==> src/rtl/oldland_dbg_uart_bridge.sv <==
// UART-to-debug-mailbox bridge.
// Collects a 9-byte command frame (cmd, addr LE, data LE), writes it into
// mailbox words 0/1/2, runs one req/ack handshake with the debug controller,
// then streams mailbox word 3 back out as four little-endian bytes.
module oldland_dbg_uart_bridge #(
    parameter int unsigned RX_TIMEOUT = 100000
) (
    input  logic        clk_i,
    input  logic        rst_i,
    input  logic [7:0]  rx_data_i,
    input  logic        rx_valid_i,
    output logic [7:0]  tx_data_o,
    output logic        tx_valid_o,
    input  logic        tx_ready_i,
    output logic [1:0]  dbg_addr_o,
    output logic [31:0] dbg_din_o,
    input  logic [31:0] dbg_dout_i,
    output logic        dbg_wr_en_o,
    output logic        dbg_req_o,
    input  logic        dbg_ack_i,
    output logic        busy_o,
    output logic        overrun_o
);

    localparam int TO_W = $clog2(RX_TIMEOUT + 1);
    localparam logic [TO_W-1:0] TO_LAST = TO_W'(RX_TIMEOUT - 1);

    // WR_DATA is the cycle in which the word-2 write is visible, so that the
    // request can only rise once all three mailbox writes have completed.
    typedef enum logic [3:0] {
        S_RX_CMD,
        S_RX_ADDR,
        S_RX_DATA,
        S_WR_DATA,
        S_REQ,
        S_WAIT_ACK_HI,
        S_WAIT_ACK_LO,
        S_RD_RESULT,
        S_TX
    } state_t;

    state_t          state_q;
    logic [1:0]      byte_cnt_q;
    logic [TO_W-1:0] to_cnt_q;
    logic [31:0]     word_q;
    logic [31:0]     result_q;
    logic [7:0]      tx_data_q;
    logic            tx_valid_q;
    logic [1:0]      dbg_addr_q;
    logic [31:0]     dbg_din_q;
    logic            dbg_wr_en_q;
    logic            dbg_req_q;
    logic            busy_q;
    logic            overrun_q;

    logic [31:0]     word_d;
    logic            in_rx_state;

    // Little-endian shift: the newest byte enters at the top, so after four
    // bytes the first one received sits in [7:0].
    assign word_d      = {rx_data_i, word_q[31:8]};
    assign in_rx_state = (state_q == S_RX_CMD) || (state_q == S_RX_ADDR) ||
                         (state_q == S_RX_DATA);

    // Frame collection, mailbox writes, req/ack handshake and result transmit.
    always_ff @(posedge clk_i) begin
        if (rst_i) begin
            state_q     <= S_RX_CMD;
            byte_cnt_q  <= 2'd0;
            to_cnt_q    <= '0;
            word_q      <= 32'd0;
            result_q    <= 32'd0;
            tx_data_q   <= 8'd0;
            tx_valid_q  <= 1'b0;
            dbg_addr_q  <= 2'd0;
            dbg_din_q   <= 32'd0;
            dbg_wr_en_q <= 1'b0;
            dbg_req_q   <= 1'b0;
            busy_q      <= 1'b0;
            overrun_q   <= 1'b0;
        end else begin
            dbg_wr_en_q <= 1'b0;

            // Bytes arriving while a transaction is in flight are dropped.
            if (rx_valid_i && !in_rx_state) begin
                overrun_q <= 1'b1;
            end

            case (state_q)
                S_RX_CMD: begin
                    to_cnt_q   <= '0;
                    byte_cnt_q <= 2'd0;
                    if (rx_valid_i) begin
                        dbg_addr_q  <= 2'd0;
                        dbg_din_q   <= {24'd0, rx_data_i};
                        dbg_wr_en_q <= 1'b1;
                        busy_q      <= 1'b1;
                        state_q     <= S_RX_ADDR;
                    end
                end

                S_RX_ADDR, S_RX_DATA: begin
                    // A byte in the same cycle as the timeout wins.
                    if (rx_valid_i) begin
                        to_cnt_q   <= '0;
                        word_q     <= word_d;
                        byte_cnt_q <= byte_cnt_q + 2'd1;
                        if (byte_cnt_q == 2'd3) begin
                            dbg_din_q   <= word_d;
                            dbg_wr_en_q <= 1'b1;
                            if (state_q == S_RX_ADDR) begin
                                dbg_addr_q <= 2'd1;
                                state_q    <= S_RX_DATA;
                            end else begin
                                dbg_addr_q <= 2'd2;
                                state_q    <= S_WR_DATA;
                            end
                        end
                    end else if (to_cnt_q == TO_LAST) begin
                        // Partial frame abandoned; earlier word writes are
                        // simply overwritten by the next frame.
                        to_cnt_q   <= '0;
                        byte_cnt_q <= 2'd0;
                        busy_q     <= 1'b0;
                        state_q    <= S_RX_CMD;
                    end else begin
                        to_cnt_q <= to_cnt_q + TO_W'(1);
                    end
                end

                S_WR_DATA: begin
                    state_q <= S_REQ;
                end

                S_REQ: begin
                    // Never raise req on top of a stale ack (e.g. after a
                    // reset that interrupted the previous handshake).
                    if (!dbg_ack_i) begin
                        dbg_req_q <= 1'b1;
                        state_q   <= S_WAIT_ACK_HI;
                    end
                end

                S_WAIT_ACK_HI: begin
                    if (dbg_ack_i) begin
                        dbg_req_q  <= 1'b0;
                        dbg_addr_q <= 2'd3;
                        state_q    <= S_WAIT_ACK_LO;
                    end
                end

                S_WAIT_ACK_LO: begin
                    if (!dbg_ack_i) begin
                        state_q <= S_RD_RESULT;
                    end
                end

                S_RD_RESULT: begin
                    // Word 3 has been addressed for at least one cycle, so the
                    // registered mailbox output is valid here.
                    result_q   <= dbg_dout_i;
                    tx_data_q  <= dbg_dout_i[7:0];
                    tx_valid_q <= 1'b1;
                    byte_cnt_q <= 2'd0;
                    state_q    <= S_TX;
                end

                S_TX: begin
                    if (tx_valid_q && tx_ready_i) begin
                        if (byte_cnt_q == 2'd3) begin
                            tx_valid_q <= 1'b0;
                            busy_q     <= 1'b0;
                            byte_cnt_q <= 2'd0;
                            state_q    <= S_RX_CMD;
                        end else begin
                            byte_cnt_q <= byte_cnt_q + 2'd1;
                            result_q   <= {8'd0, result_q[31:8]};
                            tx_data_q  <= result_q[15:8];
                        end
                    end
                end

                default: begin
                    busy_q  <= 1'b0;
                    state_q <= S_RX_CMD;
                end
            endcase
        end
    end

    assign tx_data_o   = tx_data_q;
    assign tx_valid_o  = tx_valid_q;
    assign dbg_addr_o  = dbg_addr_q;
    assign dbg_din_o   = dbg_din_q;
    assign dbg_wr_en_o = dbg_wr_en_q;
    assign dbg_req_o   = dbg_req_q;
    assign busy_o      = busy_q;
    assign overrun_o   = overrun_q;

endmodule

==> config.mk <==
export PLATFORM = sky130hd
export DESIGN_NAME = oldland_dbg_uart_bridge
export DESIGN_NICKNAME = d
export VERILOG_FILES = /design/src/rtl/oldland_dbg_uart_bridge.sv
export SDC_FILE = /design/constraint.sdc
export NUM_CORES = 1
export LEC_CHECK = 0
export CORE_ASPECT_RATIO = 0.5
export CORE_MARGIN = 3
export CORE_UTILIZATION = 55
export CTS_BUF_LIST = sky130_fd_sc_hd__clkbuf_16
export DETAILED_ROUTE_END_ITERATION = 7
export PLACE_DENSITY_LB_ADDON = 0.12
export SETUP_SLACK_MARGIN = 0.2
export SLEW_MARGIN = 20
export SYNTH_ARGS = -nofsm -noshare
export SYNTH_HDL_FRONTEND = slang
export SYNTH_SLANG_ARGS = --single-unit
==> constraint.sdc <==
create_clock -name clk_i -period 4.7 [get_ports clk_i]
set_clock_uncertainty 0.05 [all_clocks]
set_input_delay 0.47 -clock clk_i [delete_from_list [all_inputs] [get_ports clk_i]]
set_output_delay 0.47 -clock clk_i [all_outputs]
set_load 0.01 [all_outputs]
==> results of run 1 <==
area by class of cell:
cell class / instances / area share, %
multi-input combinational: 410 / 37.97
sequential: 118 / 36.09
timing repair buffer: 96 / 14.45
clock buffer: 17 / 6.500
clock inverter: 15 / 2.351
tap: 117 / 2.237
inverter: 7 / 0.4015
registers in the layout, summed over array words and instances, names as in the netlist, 2 cells and up:
register / flops
state_q: 4
result_q: 32
word_q: 24
dbg_addr_o: 2
dbg_din_o: 32
to_cnt_q: 17
byte_cnt_q: 2
power by group:
part / switching, uW / total (uW) / internal (uW)
Combinational: 336 / 567 / 231
Clock: 476 / 1260 / 781
Sequential: 64.7 / 1130 / 1060
metrics by stage:
step | util (%) | cells | setup slack [ns] | area, um2 | power [uW]
6_report | 73.63 | 780 | 2.059 | 6545 | 2950
5_1_grt | 73.63 | 780 | 1.792 | 6545 | 3090
4_1_cts | 73.63 | 780 | 2.055 | 6545 | 2965
3_5_place_dp | 67.12 | 748 | 1.826 | 5966 | 1702
3_3_place_gp | 67.12 | 748 | 1.901 | 5966 | 1696
2_1_floorplan | - | 584 | 2.803 | 5141 | 1519
worst max-delay path, delay by kind of cell, from the launching register on:
kind	cells	cell delay (ns)
compound gates	2	0.35
xor+xnor	1	0.21
flops	1	0.65
simple gates	2	1.28
Yosys cell counts (2+ instances only):
library cell,number,share of area (%)
dfxtp_1,118,46
nand2_1,84,6.1
nor2_1,82,6.0
a21oi_1,47,4.6
mux2i_1,36,7.0
a22oi_1,27,3.9
clkbuf_1,25,1.8
a211oi_2,24,5.8
nand3_1,18,1.8
buf_2,10,0.97
o21ai_0,10,0.97
a211oi_1,9,1.3
buf_4,9,1.3
nor3_1,8,0.78
inv_1,7,0.51
xor2_1,6,1.0
buf_6,5,1.1
nor4_1,5,0.61
xnor2_1,5,0.85
and3_1,4,0.49
nand4_1,4,0.49
nor2b_1,4,0.49
nand3b_1,3,0.44
or3_1,3,0.37
a31oi_1,2,0.24
ha_1,2,0.49
o21ai_1,2,0.19
or2_2,2,0.24
cells by family (layout without fill, tap and decap cells):
family | after synthesis | count (layout) | synth area share, %
compound gates | 133 | 133 | 19.30
xor+xnor | 11 | 11 | 1.874
fa+ha+maj | 2 | 2 | 0.4867
buf+inv | 56 | 135 | 5.719
flops | 118 | 118 | 45.95
mux | 36 | 36 | 7.009
simple gates | 228 | 228 | 19.66
placed cells by master, fill, tap and decap left out, types with 17 or more instances in the layout:
cell             netlist  final
dfxtp_1              118    118
clkdlybuf4s50_1        0     90
nand2_1               84     84
nor2_1                82     82
a21oi_1               47     47
mux2i_1               36     36
a22oi_1               27     27
a211oi_2              24     24
nand3_1               18     18
clkbuf_16              0     17
per-layer routing:
layer	share of wire, %	vias to the layer above	GRT usage [%]
li1	-	2170	-
met4	1.2	0	10.43
met3	7.0	17	8.285
met2	45	138	37.16
met1	46	2023	29.73
met5	0	-	0
worst paths after layout:
path,startpoint,slack [ns],cells past startpoint,end
max,state_q[0],2.06,5,state_q[1]
min,dbg_din_o[9],0.40,2,dbg_din_o[9]
min reg2reg,dbg_din_o[9],0.40,2,dbg_din_o[9]
max reg2reg,state_q[0],2.06,5,state_q[1]
==> impl_metrics.json, run 1 <==
{
  "synth_nets": 631,
  "start_kind": "register",
  "end_kind": "register",
  "clk_latency_ns": 0.40,
  "overflow": 0,
  "slowest_stage": "nand3b_1",
  "cts_htree_levels": 4,
  "grt_pass1_wl_um": 19800,
  "setup_tns_ns": 0,
  "die_area_um2": 10610,
  "antenna_cells": 0,
  "drt_iter0_drc": 282,
  "avgViaCountPerCell": 5.574,
  "drc": 0,
  "ctsResizeCount": 0,
  "tritoncts": "done",
  "syn_avg_cell_area_um2": 8.803,
  "cts_max_path_buffers": 2,
  "ios": 92,
  "status": "finished clean",
  "antenna_left": 0,
  "synth_area_um2": 5141,
  "p_leak_uw": 0.002432,
  "root_buffer": "clkbuf_16",
  "maxSlewViolCount": 0,
  "grt_max_degree": 76,
  "postCtsSetupRepairBufs": 0,
  "rows": 24,
  "ys_seq_elements": 118,
  "seq_area_um2": 2362,
  "pwr_density_cell_nw_per_um2": 450.7,
  "vdd_drop_max_mv": 0.3941,
  "hp-class": "reg -> reg",
  "crit_fanout": 25,
  "grt_usage_pct": 23.58,
  "holdWs_ns": 0.4038,
  "synthFlopType": "dfxtp_1",
  "relSlewSlack_pct": 34.97,
  "die_y_um": 74.37,
  "path_clk_slew_ns": 0.05,
  "syn_to_final_growth_pct": 27.31,
  "path_class": "reg -> reg",
  "worst_slew_pin_slew_ns": 0.9725,
  "synthArstFlopShare_pct": 0,
  "antenna_found_initial": 0,
  "hold_buffers": 0,
  "max_freq_mhz": 378.7,
  "arrival_ns": 2.90,
  "path_cells": "xnor2_1 -> nand3b_1 -> a22oi_1 -> or4_1 -> o311ai_1",
  "drv_cap": 0,
  "setup_violations": 0,
  "synthDistinctLibCells": 51,
  "hold_violations": 0,
  "synthCells": 584,
  "max_stage_delay_ns": 0.74,
  "fillers": 671,
  "post-route-min-period_ns": 2.641,
  "grt_pass1_vias": 4139,
  "detail_route.wl_per_cell_um": 15.40,
  "dp_hpwl_um": 7561,
  "period_share_pct": 56.19,
  "drt-total-wl_um": 12020,
  "cts_buffers": 17,
  "fin_nets": 697,
  "first_pass_iters": 5,
  "multiInputGateArea_um2": 2485,
  "synth_edf_count": 0,
  "yosysWarningCount": 0,
  "start_util_pct": 57.84,
  "clkSinkCount": 118,
  "die_w_um": 142.7,
  "gp_congestion": 0.8824,
  "rsz0062_at_grt": "false",
  "core_um2": 8889,
  "crit_required_ns": 4.96,
  "yosysSeqAreaShare_pct": 45.95,
  "port_buffers": 91,
  "vias": 4348,
  "drive_gt1_share_pct": 10.56
}
No activity file was read; power rests on OpenSTA's default activity.
==> inputs of run 2 (changes only) <==
Settings changed: CORE_UTILIZATION 55 to 47.
Clock period 4.7 ns to 2.25 ns, I/O delays scaled along.
==> impl_metrics.json, run 2 (synthesis gave the netlist of run 1 again) <==
{
  "antenna_cells": 0,
  "pwr_density_cell_nw_per_um2": 944.0,
  "grt_pass1_wl_um": 20620,
  "vias": 4462,
  "post-route-min-period_ns": 1.972,
  "setup_violations": 0,
  "fin_nets": 718,
  "max_freq_mhz": 507.1,
  "grt_max_degree": 49,
  "syn_to_final_growth_pct": 32.71,
  "cts_buffers": 17,
  "critPathBufInv": 1,
  "start_util_pct": 49.23,
  "status": "finished clean",
  "rsz0062_at_grt": "true",
  "die_area_um2": 12310,
  "cts_htree_levels": 4,
  "relSlewSlack_pct": 53.07,
  "rr_endpoint": "state_q[1]",
  "start_kind": "register",
  "port_buffers": 91,
  "root_buffer": "clkbuf_16",
  "reg2reg_setup_slack_ns": 0.28,
  "hold_violations": 0,
  "clk_latency_ns": 0.41,
  "holdWs_ns": 0.3962,
  "avgViaCountPerCell": 5.415,
  "worst-r2r-cell-count": 6,
  "path_clk_slew_ns": 0.06,
  "core_um2": 10440,
  "path_cells": "nor4b_4 -> nand3_1 -> o31a_1 -> buf_6 -> or4_4 -> o311ai_2",
  "vdd_drop_max_mv": 0.6470,
  "end_kind": "register",
  "slowest_stage": "or4_4",
  "antenna_left": 0,
  "hold_depth": 3,
  "drt_iter0_drc": 248,
  "max_stage_delay_ns": 0.54,
  "design_area_um2": 6823,
  "setup_tns_ns": 0,
  "hold_end": "result_q[29]",
  "crit_required_ns": 2.51,
  "final_common_cell": "dfxtp_1",
  "crit_fanout": 6,
  "grt_usage_pct": 20.82,
  "dp_hpwl_um": 8098,
  "die_w_um": 153.9,
  "maxSlewViolCount": 0,
  "drc": 0,
  "worst_slew_pin_slew_ns": 0.6992,
  "critPathTopFamily": "simple AND/OR/NAND/NOR gates",
  "tritoncts": "done",
  "detail_route.wl_per_cell_um": 15.52,
  "gp_congestion": 0.8797,
  "hold_start": "dbg_dout_i[29]",
  "placed_area_um2": 6115,
  "grt_pass1_vias": 4127,
  "clkSinkCount": 118,
  "p_leak_uw": 0.002575,
  "drt-total-wl_um": 12790,
  "drv_cap": 0,
  "cts_max_path_buffers": 2,
  "layout_common_cells": "116 x dfxtp_1, 90 x clkdlybuf4s50_1, 84 x nand2_1",
  "antenna_found_initial": 0,
  "arrival_ns": 2.23,
  "overflow": 0,
  "die_y_um": 79.96,
  "timing.rr.start": "to_cnt_q[13]",
  "drive_gt1_share_pct": 14.33,
  "first_pass_iters": 5,
  "path_class": "reg -> reg",
  "rows": 26,
  "ios": 92,
  "period_share_pct": 87.65,
  "hp-class": "in -> reg"
}
run 2: cell count changes in the layout (fill, tap and decap cells not counted), moves of 2 or more:
cell,change
buf_4,+17
clkinvlp_4,-2
dfxtp_1,-2
dfxtp_2,+2
run 2: worst max path at each step:
stage	from	endpoint	slack, ns	depth (start not counted)
after global placement	rx_valid_i	state_q[1]	0.09	6
after global routing	state_q[2]	result_q[27]	0.15	7
after detailed placement	rx_valid_i	state_q[1]	0.07	6
after floorplan	state_q[0]	result_q[10]	0.39	8
final	to_cnt_q[13]	state_q[1]	0.28	6
after CTS	state_q[2]	result_q[11]	0.19	5
run 2: tightest hold or removal path, delay by kind of cell:
| family | cells | cell delay [ns] |
|---|---|---|
| buffers and inverters | 1 | 0.45 |
| AND/OR/NAND/NOR | 1 | 0.07 |
| AO/OA/AOI/OAI | 1 | 0.07 |
run 2: layout make-up:
class	count	area, um2
clock inverter	15	178.9
clock buffer	17	425.4
fill	869	3620
multi-input combinational	411	2537
sequential	118	2365
timing repair buffer	116	1115
tap	140	175.2
inverter	7	26.28
run 2: timing repair:
action / 4_1_cts / 5_1_grt
pin swaps: 0 / 3
gates cloned: 0 / 1
hold buffers: 1 / 0
endpoints found under the setup margin: 3 / 30
gates resized for setup: 2 / 14
hold endpoints to repair: 2 / 0
buffers inserted: 0 / 3
run 2: layer usage:
layer | GRT usage, % | share of wire (%)
met5 | 0 | 0
met4 | 5.022 | 0.81
met3 | 6.659 | 7.3
met2 | 31.62 | 43
met1 | 28.87 | 49
run 2: through the flow:
stage	instances	total power [uW]	utilization, %	worst slack, ns
2_1_floorplan	584	3174	-	0.3919
3_3_place_gp	787	3667	58.56	0.09136
6_report	824	6441	65.34	0.2779
3_5_place_dp	787	3660	58.56	0.06913
5_1_grt	824	6735	65.34	0.1461
4_1_cts	820	6425	64.53	0.1888
run 2: report_power, final:
group	internal, uW	total (uW)	leakage, uW	switching (uW)
Sequential	2220	2300	0.000955	80.9
Clock	1750	2750	0.000299	1000
Combinational	593	1390	0.00132	796
Total	4560	6440	0.00258	1880
==> inputs of run 3 (changes only) <==
Settings changed: HOLD_SLACK_MARGIN from default to 0.1.
==> results of run 3 <==
Final layout, timing and power as in run 2 (identical DEF).
==> patch 1, RTL diff (settings of run 1) <==
Put one more register stage on the output `overrun_o`, without a reset. The value now appears one clock later. The other outputs are not delayed to match.
--- a/src/rtl/oldland_dbg_uart_bridge.sv
+++ b/src/rtl/oldland_dbg_uart_bridge.sv
@@ -195,7 +195,9 @@
     assign dbg_wr_en_o = dbg_wr_en_q;
     assign dbg_req_o   = dbg_req_q;
     assign busy_o      = busy_q;
-    assign overrun_o   = overrun_q;
+    always_ff @(posedge clk_i) begin
+        overrun_o <= overrun_q;
+    end
 
 endmodule
 
Behaviour: same outputs for any inputs over 4 cycles, from zero or initial values and one cycle with rst_i high; that may be too few to reach the edited logic, so the function may still have changed.
==> patch 1 against run 1 <==
  * Total power down 3.7%
  * Setup slack got worse by 0.049 ns
  * Sequential cell count is 1 higher
  * Cell area down 0.63%
  * Routed wire length fell by 1.0%
  * Sequential share of layout area grew 0.54 points
  * Area after synthesis is 0.39% higher
  * Largest cell class unchanged
  * Highest routed layer unchanged
==> patch 1: results (changes against run 1) <==
metric;value;unit;change
status;completed;;
synthArstFlopShare;0;%;unchanged
nets;698;;+0.14%
n_fill_cell;682;;+1.6%
postLayoutCellArea;0.006504;sq mm;-0.63%
leakage;0.002406;uW;-1.1%
avgSynthCellArea;8.823;sq um;+0.22%
vias;4310;;-0.87%
initialDrtViolationCount;215;;-24%
grtUsageTotal;22.92;%;-0.66 points
gp_congestion;0.8732;;-1.0%
grt_pass1_vias;3965;;-4.2%
postPlaceCellArea;0.005986;sq mm;+0.34%
ys.flop_type;dfxtp_1;;
ys_seq_area_share;46.16;%;+0.21 points
ir_drop;393.5;uV;-0.16%
synth_top_cells_by_count;119 x dfxtp_1, 84 x nand2_1, 82 x nor2_1, 47 x a21oi_1, 36 x mux2i_1;;
port_buffers;91;;unchanged
yosys-top-cells-area;dfxtp_1 46%, mux2i_1 7.0%, nand2_1 6.1%;;
tightest_slew;0.9772;ns;+0.004707 ns
pre_cts_ws;1.817;ns;-0.008920 ns
crit_arrival;2.94;ns;+0.04 ns
dpl.cell_count;749;;+0.13%
synth_fp_nets;632;;+0.16%
place_hpwl;7536;um;-0.33%
routed_wl;11890;um;-1.0%
p_sw;833.3;uW;-4.9%
[patch 1: cell count changes after synthesis]
cell	delta
dfxtp_1	+1
[patch 1: critical path, stage by stage, from the launching register on]
cell	delay [ns]
dfxtp_1	0.64
xnor2_1	0.22
nand3b_1	0.75
a22oi_1	0.26
or4_1	0.56
o311ai_1	0.11
[patch 1: worst paths after layout]
check        startpoint         end  slack (ns)  cells past startpoint
max          state_q[0]  state_q[1]        2.01                      5
max reg2reg  state_q[0]  state_q[1]        2.01                      5
min reg2reg   overrun_q   overrun_o        0.30                      0
min           overrun_q   overrun_o        0.30                      0
[patch 1: final cells by class]
cell class              count  area share [%]
flip-flops and latches    119           36.63
multi-input cells         410           38.21
inverters                   7          0.4040
well taps                 117           2.251
clock buffers              17           6.541
clock inverters            13           1.424
repair buffers             96           14.54
[patch 1: per-layer routing]
metal	GRT usage [%]	share of wire, %	vias up
met4	8.746	0.79	0
met3	6.744	6.8	9
met1	29.98	47	1998
li1	-	-	2179
met2	36.43	46	124
met5	0	0	-
[patch 1: cell families after synthesis]
family | synth area share (%)
adder cells (fa/ha/maj) | 0.4848
flip-flops | 46.16
XOR/XNOR | 1.867
AO/OA/AOI/OAI | 19.22
AND/OR/NAND/NOR | 19.59
buffers and inverters | 5.697
multiplexers | 6.982
[patch 1: power groups by stage]
stage | Clock (uW) | Combinational (uW) | Sequential, uW
after floorplan | 0 | 391 | 1140
after global placement | 0 | 554 | 1150
after detailed placement | 0 | 564 | 1150
after CTS | 1160 | 567 | 1130
after global routing | 1200 | 620 | 1140
final | 1140 | 563 | 1140
==> patch 2, RTL diff (settings of run 1) <==
Without the edit above. Change the parameter `RX_TIMEOUT` from 100000 to 200000.
--- a/src/rtl/oldland_dbg_uart_bridge.sv
+++ b/src/rtl/oldland_dbg_uart_bridge.sv
@@ -3,7 +3,7 @@
 // mailbox words 0/1/2, runs one req/ack handshake with the debug controller,
 // then streams mailbox word 3 back out as four little-endian bytes.
 module oldland_dbg_uart_bridge #(
-    parameter int unsigned RX_TIMEOUT = 100000
+    parameter int unsigned RX_TIMEOUT = 200000
 ) (
     input  logic        clk_i,
     input  logic        rst_i,
Function: same outputs for any inputs over 4 cycles, from zero or initial values and one cycle with rst_i high; that may be too few to reach the edited logic, so the function may still have changed.
==> patch 2 against run 1 <==
  * Cell area is 2.0% higher
  * Total power is 6.2% higher
  * Combinational power is 14% higher
  * Highest routed layer unchanged
  * Setup slack worse by 0.66 ns
  * Sequential cell count is 1 higher
  * Synthesized cell count is 4.6% higher
  * Largest cell class unchanged
  * Routed wire length is 3.6% higher
  * Area after synthesis is 2.1% higher
==> patch 2: results (changes against run 1) <==
metric;value;unit;change
status;completed;;
nets;720;;+3.3%
wl_met3;869;um;+3.6%
synth_cells;611;;+4.6%
drive_above_1_share;10.36;%;-0.19 points
ys_seq_area_share;45.40;%;-0.55 points
yosys-top-cells-area;dfxtp_1 45%, nand2_1 6.8%, nor2_1 6.8%;;
grt_max_degree;67;;-12%
ys_types;58;;+14%
grt_use_met2;37.59;%;+0.43 points
grtUsageMet1;30.99;%;+1.3 points
r2r_setup_slack;1.40;ns;-0.66 ns
wl_met2;5871;um;+7.4%
post_drt_wl_per_cell;15.52;um;+0.79%
leakage;0.002309;uW;-5.1%
rr_startpoint;state_q[3];;
rr_endpoint;result_q[0];;
reg2reg_depth;6;;+1
crit_path_top_delay_cell;or4b_1;;
initialDrtViolationCount;305;;+8.2%
postPlaceCellArea;0.006067;sq mm;+1.7%
synth_fp_nets;658;;+4.3%
wl_met1;5596;um;+0.59%
n_fill_cell;685;;+2.1%
dpl.cell_count;771;;+3.1%
crit_arrival;3.55;ns;+0.65 ns
drt-pass1-iter-count;6;;+1
grt_pass1_vias;4174;;+0.85%
fin_crit;3.297;ns;+0.6567 ns
ir_drop;260.6;uV;-34%
worst_hold_startpoint;dbg_din_o[12];;
via_per_inst;5.724;;+2.7%
whs_endpoint;dbg_din_o[12];;
[patch 2: cell types whose count changed after synthesis, moves of 6 or more]
cell / before / now
clkbuf_1: 25 / 33
nand2_1: 84 / 95
o21ai_0: 10 / 4
nand3_1: 18 / 43
nor2_1: 82 / 95
mux2i_1: 36 / 10
a311oi_2: 0 / 20
a211oi_2: 24 / 1
[patch 2: how the worst max path moves through the flow]
stage | from | end | slack, ns | cells past startpoint
2_1_floorplan | byte_cnt_q[0] | dbg_din_o[22] | 2.67 | 8
3_3_place_gp | state_q[3] | result_q[14] | 1.61 | 6
3_5_place_dp | state_q[0] | to_cnt_q[12] | 1.45 | 5
4_1_cts | state_q[3] | result_q[12] | 1.45 | 6
5_1_grt | state_q[0] | to_cnt_q[12] | 1.16 | 5
6_report | state_q[3] | result_q[0] | 1.40 | 6
[patch 2: kinds of logic after synthesis]
logic type	count (synthesis)	synth area share [%]
fa+ha+maj	3	0.6676
xor+xnor	13	2.170
mux	10	1.908
flops	119	45.40
buf+inv	61	5.842
simple gates	268	23.06
compound gates	137	20.96
[patch 2: final cells by class]
| type | count | area [sq um] | area share [%] |
|---|---|---|---|
| Multi-Input combinational cell | 431 | 2559 | 38.32 |
| Sequential cell | 119 | 2382 | 35.68 |
| Timing Repair Buffer | 97 | 953.4 | 14.28 |
| Clock buffer | 17 | 425.4 | 6.372 |
| Clock inverter | 14 | 183.9 | 2.755 |
| Tap cell | 117 | 146.4 | 2.193 |
| Inverter | 7 | 26.28 | 0.3936 |
[patch 2: report_power, final]
| group | switching [uW] | internal (uW) |
|---|---|---|
| clock network | 457 | 879 |
| registers | 70.5 | 1080 |
| logic | 391 | 257 |
